===== src/rtl/approx_mul_pkg.sv =====
// Shared types and helpers for the pipelined approximate multiplier.
package approx_mul_pkg;

    // How one column of a row pair is compressed.
    typedef enum logic [1:0] {
        COL_ELIM = 2'd0,
        COL_OR   = 2'd1,
        COL_HA   = 2'd2
    } col_mode_e;

    // Threshold fields must be able to express every column index 0..2*WIDTH.
    function automatic int cw_of(input int width);
        return $clog2(2 * width + 1);
    endfunction

    // Mode of global column g for a given pair of thresholds. An OR threshold
    // at or below the truncation threshold simply never matches.
    function automatic col_mode_e col_mode(input int unsigned g,
                                           input int unsigned trunc_cols,
                                           input int unsigned or_cols);
        if (g < trunc_cols) begin
            return COL_ELIM;
        end
        if (g < or_cols) begin
            return COL_OR;
        end
        return COL_HA;
    endfunction

endpackage


===== src/rtl/approx_pair_compress.sv =====
// Combinational compressor for partial-product rows 2K and 2K+1.
// Column j of the pair sits at global column j+2K; row 2K contributes
// y[j] and row 2K+1 contributes y[j-1], so the pair spans WIDTH+1 columns.
module approx_pair_compress
    import approx_mul_pkg::*;
#(
    parameter int WIDTH = 8,
    parameter int K     = 0,
    parameter int CW    = cw_of(WIDTH)
) (
    input  logic [1:0]       x_pair_i,
    input  logic [WIDTH-1:0] y_i,
    input  logic [CW-1:0]    trunc_cols_i,
    input  logic [CW-1:0]    or_cols_i,
    output logic [WIDTH:0]   sum_o,
    output logic [WIDTH:0]   carry_o
);

    for (genvar gi = 0; gi <= WIDTH; gi++) begin : g_col
        logic      a;
        logic      b;
        col_mode_e mode;

        if (gi < WIDTH) begin : g_a
            assign a = y_i[gi] & x_pair_i[0];
        end else begin : g_a_top
            assign a = 1'b0;
        end

        if (gi >= 1) begin : g_b
            assign b = y_i[gi-1] & x_pair_i[1];
        end else begin : g_b_low
            assign b = 1'b0;
        end

        assign mode = col_mode(32'(gi + 2 * K), 32'(trunc_cols_i), 32'(or_cols_i));

        // Eliminated columns drop both bits; OR columns lose the a&b carry.
        assign sum_o[gi]   = (mode == COL_OR) ? (a | b) :
                             (mode == COL_HA) ? (a ^ b) : 1'b0;
        assign carry_o[gi] = (mode == COL_HA) & a & b;
    end

endmodule


===== src/rtl/approx_mul_pipe.sv =====
// Two-stage valid/ready approximate multiplier with exact-product error
// reporting and a saturating count of erroneous results.
// WIDTH must be even and at least 4.
module approx_mul_pipe
    import approx_mul_pkg::*;
#(
    parameter int  WIDTH     = 8,
    parameter int  ERR_CNT_W = 16,
    localparam int CW        = cw_of(WIDTH)
) (
    input  logic                 clk,
    input  logic                 rst_n,
    input  logic                 in_valid,
    output logic                 in_ready,
    input  logic [WIDTH-1:0]     in_x,
    input  logic [WIDTH-1:0]     in_y,
    input  logic [CW-1:0]        in_trunc_cols,
    input  logic [CW-1:0]        in_or_cols,
    output logic                 out_valid,
    input  logic                 out_ready,
    output logic [2*WIDTH-1:0]   out_prod,
    output logic [2*WIDTH-1:0]   out_err,
    output logic [ERR_CNT_W-1:0] err_cnt,
    input  logic                 err_cnt_clr
);

    localparam int NP = WIDTH / 2;
    localparam int PW = 2 * WIDTH;

    // ---------------- combinational front end ----------------
    logic [WIDTH:0] sum_c   [NP];
    logic [WIDTH:0] carry_c [NP];
    logic [PW-1:0]  exact_c;

    for (genvar gi = 0; gi < NP; gi++) begin : g_pair
        approx_pair_compress #(
            .WIDTH (WIDTH),
            .K     (gi),
            .CW    (CW)
        ) u_pair (
            .x_pair_i     (in_x[2*gi+1 -: 2]),
            .y_i          (in_y),
            .trunc_cols_i (in_trunc_cols),
            .or_cols_i    (in_or_cols),
            .sum_o        (sum_c[gi]),
            .carry_o      (carry_c[gi])
        );
    end

    assign exact_c = PW'(in_x) * PW'(in_y);

    // ---------------- handshake ----------------
    logic s1_valid_q, s1_valid_d;
    logic out_valid_q, out_valid_d;
    logic s2_can_load;
    logic s1_load;
    logic s2_load;
    logic consume;

    // in_ready depends only on registered state and out_ready, never on in_valid.
    assign s2_can_load = !out_valid_q | out_ready;
    assign in_ready    = !s1_valid_q | s2_can_load;
    assign s1_load     = in_valid & in_ready;
    assign s2_load     = s1_valid_q & s2_can_load;
    assign consume     = out_valid_q & out_ready;

    // Each stage refills whenever it is able to load; otherwise it holds.
    assign s1_valid_d  = in_ready    ? in_valid   : s1_valid_q;
    assign out_valid_d = s2_can_load ? s1_valid_q : out_valid_q;

    // Valid bits are the only state that needs a clean reset.
    always_ff @(posedge clk or negedge rst_n) begin
        if (!rst_n) begin
            s1_valid_q  <= 1'b0;
            out_valid_q <= 1'b0;
        end else begin
            s1_valid_q  <= s1_valid_d;
            out_valid_q <= out_valid_d;
        end
    end

    // ---------------- stage 1 data ----------------
    logic [WIDTH:0] s1_sum_q   [NP];
    logic [WIDTH:0] s1_carry_q [NP];
    logic [PW-1:0]  s1_exact_q;

    // Stage 1 captures pair vectors and the exact product only on a load.
    always_ff @(posedge clk) begin
        if (s1_load) begin
            for (int k = 0; k < NP; k++) begin
                s1_sum_q[k]   <= sum_c[k];
                s1_carry_q[k] <= carry_c[k];
            end
            s1_exact_q <= exact_c;
        end
    end

    // ---------------- stage 2 reduction ----------------
    logic [PW-1:0] pair_val;
    logic [PW-1:0] approx_d;
    logic [PW-1:0] err_d;

    // Weight each pair by its row offset and accumulate modulo 2^(2*WIDTH).
    always_comb begin
        pair_val = '0;
        approx_d = '0;
        for (int k = 0; k < NP; k++) begin
            pair_val = PW'(s1_sum_q[k]) + (PW'(s1_carry_q[k]) << 1);
            approx_d = approx_d + (pair_val << (2 * k));
        end
    end

    // Approximation only ever drops weight, so this difference never wraps.
    assign err_d = s1_exact_q - approx_d;

    logic [PW-1:0] out_prod_q;
    logic [PW-1:0] out_err_q;

    // Output registers change only when a new result moves in, so they hold under stall.
    always_ff @(posedge clk or negedge rst_n) begin
        if (!rst_n) begin
            out_prod_q <= '0;
            out_err_q  <= '0;
        end else if (s2_load) begin
            out_prod_q <= approx_d;
            out_err_q  <= err_d;
        end
    end

    // ---------------- error-beat counter ----------------
    logic [ERR_CNT_W-1:0] err_cnt_q, err_cnt_d;

    // Clear wins over a same-cycle increment; counting stops at all ones.
    always_comb begin
        err_cnt_d = err_cnt_q;
        if (err_cnt_clr) begin
            err_cnt_d = '0;
        end else if (consume && (out_err_q != '0) && (err_cnt_q != '1)) begin
            err_cnt_d = err_cnt_q + ERR_CNT_W'(1);
        end
    end

    // Counter state register.
    always_ff @(posedge clk or negedge rst_n) begin
        if (!rst_n) begin
            err_cnt_q <= '0;
        end else begin
            err_cnt_q <= err_cnt_d;
        end
    end

    assign out_valid = out_valid_q;
    assign out_prod  = out_prod_q;
    assign out_err   = out_err_q;
    assign err_cnt   = err_cnt_q;

endmodule

===== config.mk =====
export PLATFORM = sky130hd
export DESIGN_NAME = approx_mul_pipe
export DESIGN_NICKNAME = d
export VERILOG_FILES = /design/src/rtl/approx_mul_pkg.sv /design/src/rtl/approx_pair_compress.sv /design/src/rtl/approx_mul_pipe.sv
export SDC_FILE = /design/constraint.sdc
export NUM_CORES = 1
export LEC_CHECK = 0
export CAP_MARGIN = 5
export CORE_ASPECT_RATIO = 0.9
export CORE_MARGIN = 2
export CORE_UTILIZATION = 55
export CTS_CLUSTER_SIZE = 28
export DETAILED_ROUTE_END_ITERATION = 8
export GPL_TIMING_DRIVEN = 1
export PLACE_DENSITY = 0.81
export SLEW_MARGIN = 20
export SYNTH_ARGS = -nofsm -noshare
export SYNTH_HDL_FRONTEND = slang
export SYNTH_HIERARCHICAL = 1
export SYNTH_SLANG_ARGS = --single-unit

===== constraint.sdc =====
create_clock -name clk -period 10.22 [get_ports clk]
set_clock_uncertainty 0.1 [all_clocks]
set_input_delay 1.533 -clock clk [delete_from_list [all_inputs] [get_ports clk]]
set_output_delay 1.533 -clock clk [all_outputs]
set_load 0.005 [all_outputs]

==> tab_implementation.tex <==
\begin{tabular}{lr}
\hline
Metric & Value \\
\hline
\multicolumn{2}{l}{\textbf{Clock tree}} \\
Clock latency at the later pin of the worst-skew pair & 0.43 ns \\
Clock Sinks & 138 \\
Clock tree from TritonCTS & yes \\
Post-CTS sizing & 0 \\
Number of H-tree levels & 4 \\
Clock transition at the registers of the reported paths & 0.06 ns \\
CTS root buf & sky130\_fd\_sc\_hd\_\_clkbuf\_16 \\
Clock Tree Buf Depth & 2 \\
Number of buffers inserted during clock tree synthesis & 17 \\
Setup bufs post-CTS & 0 \\
\# hold bufs at CTS & 0 \\
\multicolumn{2}{l}{\textbf{Synthesis}} \\
Cell area after synthesis & 11,670 µm² \\
Mean Syn Cell Area & 9.941 µm² \\
Post-Synthesis Cells & 1,174 \\
Area share of the leading cell type in the synthesized netlist & 0.2264 \\
Cell type contributing the most total cell area after synthesis & sky130\_fd\_sc\_hd\_\_edfxtp\_1 \\
Most frequently used flop master after synthesis & sky130\_fd\_sc\_hd\_\_edfxtp\_1 \\
Flip-flop and latch count after synthesis & 138 \\
Top area cells in the synthesized netlist & sky130\_fd\_sc\_hd\_\_edfxtp\_1 (23\%), sky130\_fd\_sc\_hd\_\_ha\_1 (14\%), sky130\_fd\_sc\_hd\_\_dfrtp\_1 (11\%), sky130\_fd\_sc\_hd\_\_fa\_1 (10\%), sky130\_fd\_sc\_hd\_\_nand2\_1 (4.9\%) \\
EDFF count, synth & 88 \\
Synth warnings & 6 \\
Post-synthesis cell type count & 86 \\
Ys async rst share & 0.3623 \\
Sequential cell area fraction in the yosys report & 0.3336 \\
\multicolumn{2}{l}{\textbf{Cells and area}} \\
Final-layout fill cell count & 1,628 \\
Fraction of layout instances using a drive strength above 1 & 0.06566 \\
Register Area & 3894 µm² \\
Multi-input logic area & 7203 µm² \\
Commonest non-fill, non-tap cell in the layout & sky130\_fd\_sc\_hd\_\_nand2\_1 \\
Final nets & 1,473 \\
Layout overhead on the synthesized area & 14.10\% \\
Most frequent cells in the layout & sky130\_fd\_sc\_hd\_\_nand2\_1 (152), sky130\_fd\_sc\_hd\_\_ha\_1 (130), sky130\_fd\_sc\_hd\_\_inv\_1 (106) \\
\multicolumn{2}{l}{\textbf{Power and ir drop}} \\
Int Power & 2.209 mW \\
Part of the total power dissipated in sequential elements & 0.208 \\
Clock share of power & 0.159 \\
VDD IR max & 241.0 µV \\
Sw frac & 0.4257 \\
Leak pwr & 5.743 nW \\
Cell Pwr Density & 288.8 nW/µm² \\
Comb pwr share & 0.633 \\
Net Sw Power & 1.637 mW \\
\multicolumn{2}{l}{\textbf{Timing}} \\
Total Neg Setup Slack & 0 ns \\
Number of failing setup endpoints in the final timing report & 0 \\
Hold Vio Cnt, Final & 0 \\
Worst Tran Pin Value & 1.159 ns \\
Ratio of final minimum period to clock period & 0.6487 \\
Max-slew violations & 0 \\
Headroom to the max-slew limit & 0.2252 \\
Worst hold slack & 0.3740 ns \\
Unrepaired setup endpoints after global routing & false \\
Period minus WS final & 6.630 ns \\
Achievable Freq & 150.8 MHz \\
\multicolumn{2}{l}{\textbf{Floorplanning}} \\
Core Region & 20,830 µm² \\
Die boundary width & 157.6 µm \\
Initial Utilization & 0.5602 \\
Die area & 22,400 µm² \\
Floorplan die height & 142.2 µm \\
Placement Rows & 50 \\
Count of boundary I/O pins & 81 \\
\multicolumn{2}{l}{\textbf{GRT}} \\
Global-route wire length before repair & 45,100 µm \\
Maximum number of pins on one net before global-route repair & 89 \\
Vias in the first global route & 9,013 \\
Initial antenna violation count & 1 \\
Overall fraction of global-route tracks in use & 0.2582 \\
Grt total ovfl & 0 \\
\multicolumn{2}{l}{\textbf{Placement}} \\
HPWL after DPL & 20,290 µm \\
Input/output buffers & 80 \\
RD Place Congestion & 0.9170 \\
\multicolumn{2}{l}{\textbf{Min path}} \\
Count of cells along the worst hold path & 2 \\
Class of the tightest hold or removal check & reg2reg \\
Hold worst-path end & out\_prod[11] \\
Hold Startpoint & out\_prod[11] \\
\multicolumn{2}{l}{\textbf{Worst setup path}} \\
Reg2reg setup slack & 4.15 ns \\
Worst reg2reg path depth & 22 \\
Cell with the largest stage delay on the worst path & sky130\_fd\_sc\_hd\_\_clkdlybuf4s50\_1 \\
Top cell by count, worst path & sky130\_fd\_sc\_hd\_\_fa\_1 \\
Capture point of the worst reg-to-reg path & out\_err[15] \\
Cells along the critical path & clkdlybuf4s50\_1 -> and2\_1 -> fa\_1 -> fa\_1 -> inv\_1 -> fa\_1 -> fa\_1 -> inv\_1 -> ha\_1 -> o21ai\_0 -> a21boi\_0 -> o21ai\_0 -> a21boi\_0 -> o21ai\_0 -> a21oi\_1 -> o41ai\_1 -> xnor2\_1 \\
Peak per-stage delay on the critical path & 0.90 ns \\
CP Max Fanout & 21 \\
Category of cells accounting for the largest share of critical-path delay & adder cells \\
Worst Setup Start Kind & input pin \\
Worst flop-to-flop path startpoint & s1\_sum\_q[1][2] \\
WS Path Type & in2reg \\
Data arrival time of the critical path & 6.70 ns \\
Critical Path Sink Type & register \\
Count of buffering cells on the critical path with inverters included & 3 \\
Required arrival time at the worst endpoint & 10.29 ns \\
\multicolumn{2}{l}{\textbf{Flow run}} \\
Max\_cap viols & 0 \\
\multicolumn{2}{l}{\textbf{Route}} \\
Post-route DRC violation count & 0 \\
Number of DRC markers in iteration 0 & 882 \\
Via-per-instance ratio & 5.881 \\
Met2 layer wire length in the routed design & 13,240 µm \\
Met1 wire length & 11,530 µm \\
Antenna-violating nets left & 0 \\
Highest Signal Layer & met4 \\
Post-Route WL & 27,690 µm \\
Detailed-routing iteration count for the pre-antenna-repair pass & 6 \\
Total via count after detailed routing & 9,122 \\
Met3 WL post-DR & 2461 µm \\
WL per Instance & 17.85 µm \\
\multicolumn{2}{l}{\textbf{Status}} \\
Result of the run & completed \\
\hline
\end{tabular}
==> worst register-to-register path: cells and delay by family, from the launching register on <==
| kind | cells | cell delay, ns |
|---|---|---|
| flip-flops | 1 | 0.41 |
| adder cells (fa/ha/maj) | 6 | 2.57 |
| buffers and inverters | 2 | 0.09 |
| XOR/XNOR | 2 | 0.43 |
| multiplexers | 1 | 0.19 |
| AO/OA/AOI/OAI | 9 | 1.91 |
| AND/OR/NAND/NOR | 2 | 0.27 |
==> power groups by stage <==
stage	sequential, mW	combinational (mW)	clock, mW
final	0.802	2.43	0.610
after global placement	0.807	2.31	0
after CTS	0.802	2.43	0.616
after floorplan	0.793	1.84	0
after detailed placement	0.812	2.39	0
after global routing	0.814	2.70	0.639
==> metrics by stage <==
step                setup slack, ns  cell area (µm²)  utilization  cells  power [mW]
finish                        3.590            13320       0.6392   1551       3.846
global route                  3.257            13310       0.6391   1550       4.157
CTS                           3.674            13280       0.6377   1549       3.852
detailed placement            3.244            12700       0.6097   1517       3.203
global placement              3.386            12700       0.6097   1517       3.121
floorplan                     4.623            11690            -   1178       2.636
==> state kept, by name, indices dropped and copies added, names as in the netlist <==
register,cells
s1_carry_q,36
out_err,16
out_valid,1
s1_sum_q,36
s1_valid_q,1
err_cnt,16
out_prod,16
s1_exact_q,16
==> logic make-up after synthesis <==
kind of cell               share of synthesized area
muxes                                       0.005574
adders and majority gates                     0.2450
buffers and inverters                        0.05071
AOI/OAI and AO/OA                             0.1310
DFF                                           0.3336
xor gates and xnor gates                     0.05671
other                                       0.001286
and+or+nand+nor                               0.1761
==> worst max path at each step <==
stage	to	slack, ns	start	cells past startpoint
floorplan	s1_exact_q[15]	4.62	in_x[1]	16
global placement	s1_exact_q[15]	3.39	in_y[3]	17
detailed placement	s1_exact_q[15]	3.24	in_y[3]	17
CTS	s1_exact_q[15]	3.67	in_y[3]	17
global route	s1_exact_q[15]	3.26	in_y[3]	20
finish	s1_exact_q[15]	3.59	in_y[3]	17
==> cells in the mapped netlist, types with 5 or more instances <==
cell and count:
sky130_fd_sc_hd__a2111oi_2 6, sky130_fd_sc_hd__a211oi_1 14, sky130_fd_sc_hd__a21o_1 20, sky130_fd_sc_hd__a21oi_1 37, sky130_fd_sc_hd__and2_1 40, sky130_fd_sc_hd__and3_1 5
sky130_fd_sc_hd__buf_2 8, sky130_fd_sc_hd__buf_4 9, sky130_fd_sc_hd__clkbuf_1 13, sky130_fd_sc_hd__dfrtp_1 50, sky130_fd_sc_hd__edfxtp_1 88, sky130_fd_sc_hd__fa_1 61
sky130_fd_sc_hd__ha_1 130, sky130_fd_sc_hd__inv_1 106, sky130_fd_sc_hd__nand2_1 152, sky130_fd_sc_hd__nand2b_1 20, sky130_fd_sc_hd__nand3_1 17, sky130_fd_sc_hd__nand4_1 15
sky130_fd_sc_hd__nor2_1 68, sky130_fd_sc_hd__nor2b_1 10, sky130_fd_sc_hd__nor3_1 25, sky130_fd_sc_hd__nor3b_1 8, sky130_fd_sc_hd__nor4_1 17, sky130_fd_sc_hd__o21a_1 7
sky130_fd_sc_hd__o21ai_0 60, sky130_fd_sc_hd__o21ai_1 5, sky130_fd_sc_hd__o21bai_1 9, sky130_fd_sc_hd__or3_1 5, sky130_fd_sc_hd__xnor2_1 46, sky130_fd_sc_hd__xor2_1 25
==> final cells by class <==
type	count	share of cell area
Multi-Input combinational cell	900	0.5409
Sequential cell	138	0.2924
Timing Repair Buffer	88	0.06596
Clock buffer	18	0.03223
Inverter	106	0.02988
Tap cell	286	0.02687
Clock inverter	14	0.01156
Antenna cell	1	0.0001879
==> per-layer routing <==
| metal | vias to the layer above | track usage |
|---|---|---|
| li1 | 4261 | - |
| met1 | 4378 | 0.3516 |
| met2 | 434 | 0.4171 |
| met3 | 49 | 0.05755 |
| met4 | 0 | 0.07273 |
| met5 | - | 0 |
(Power assumes the default switching activity.)
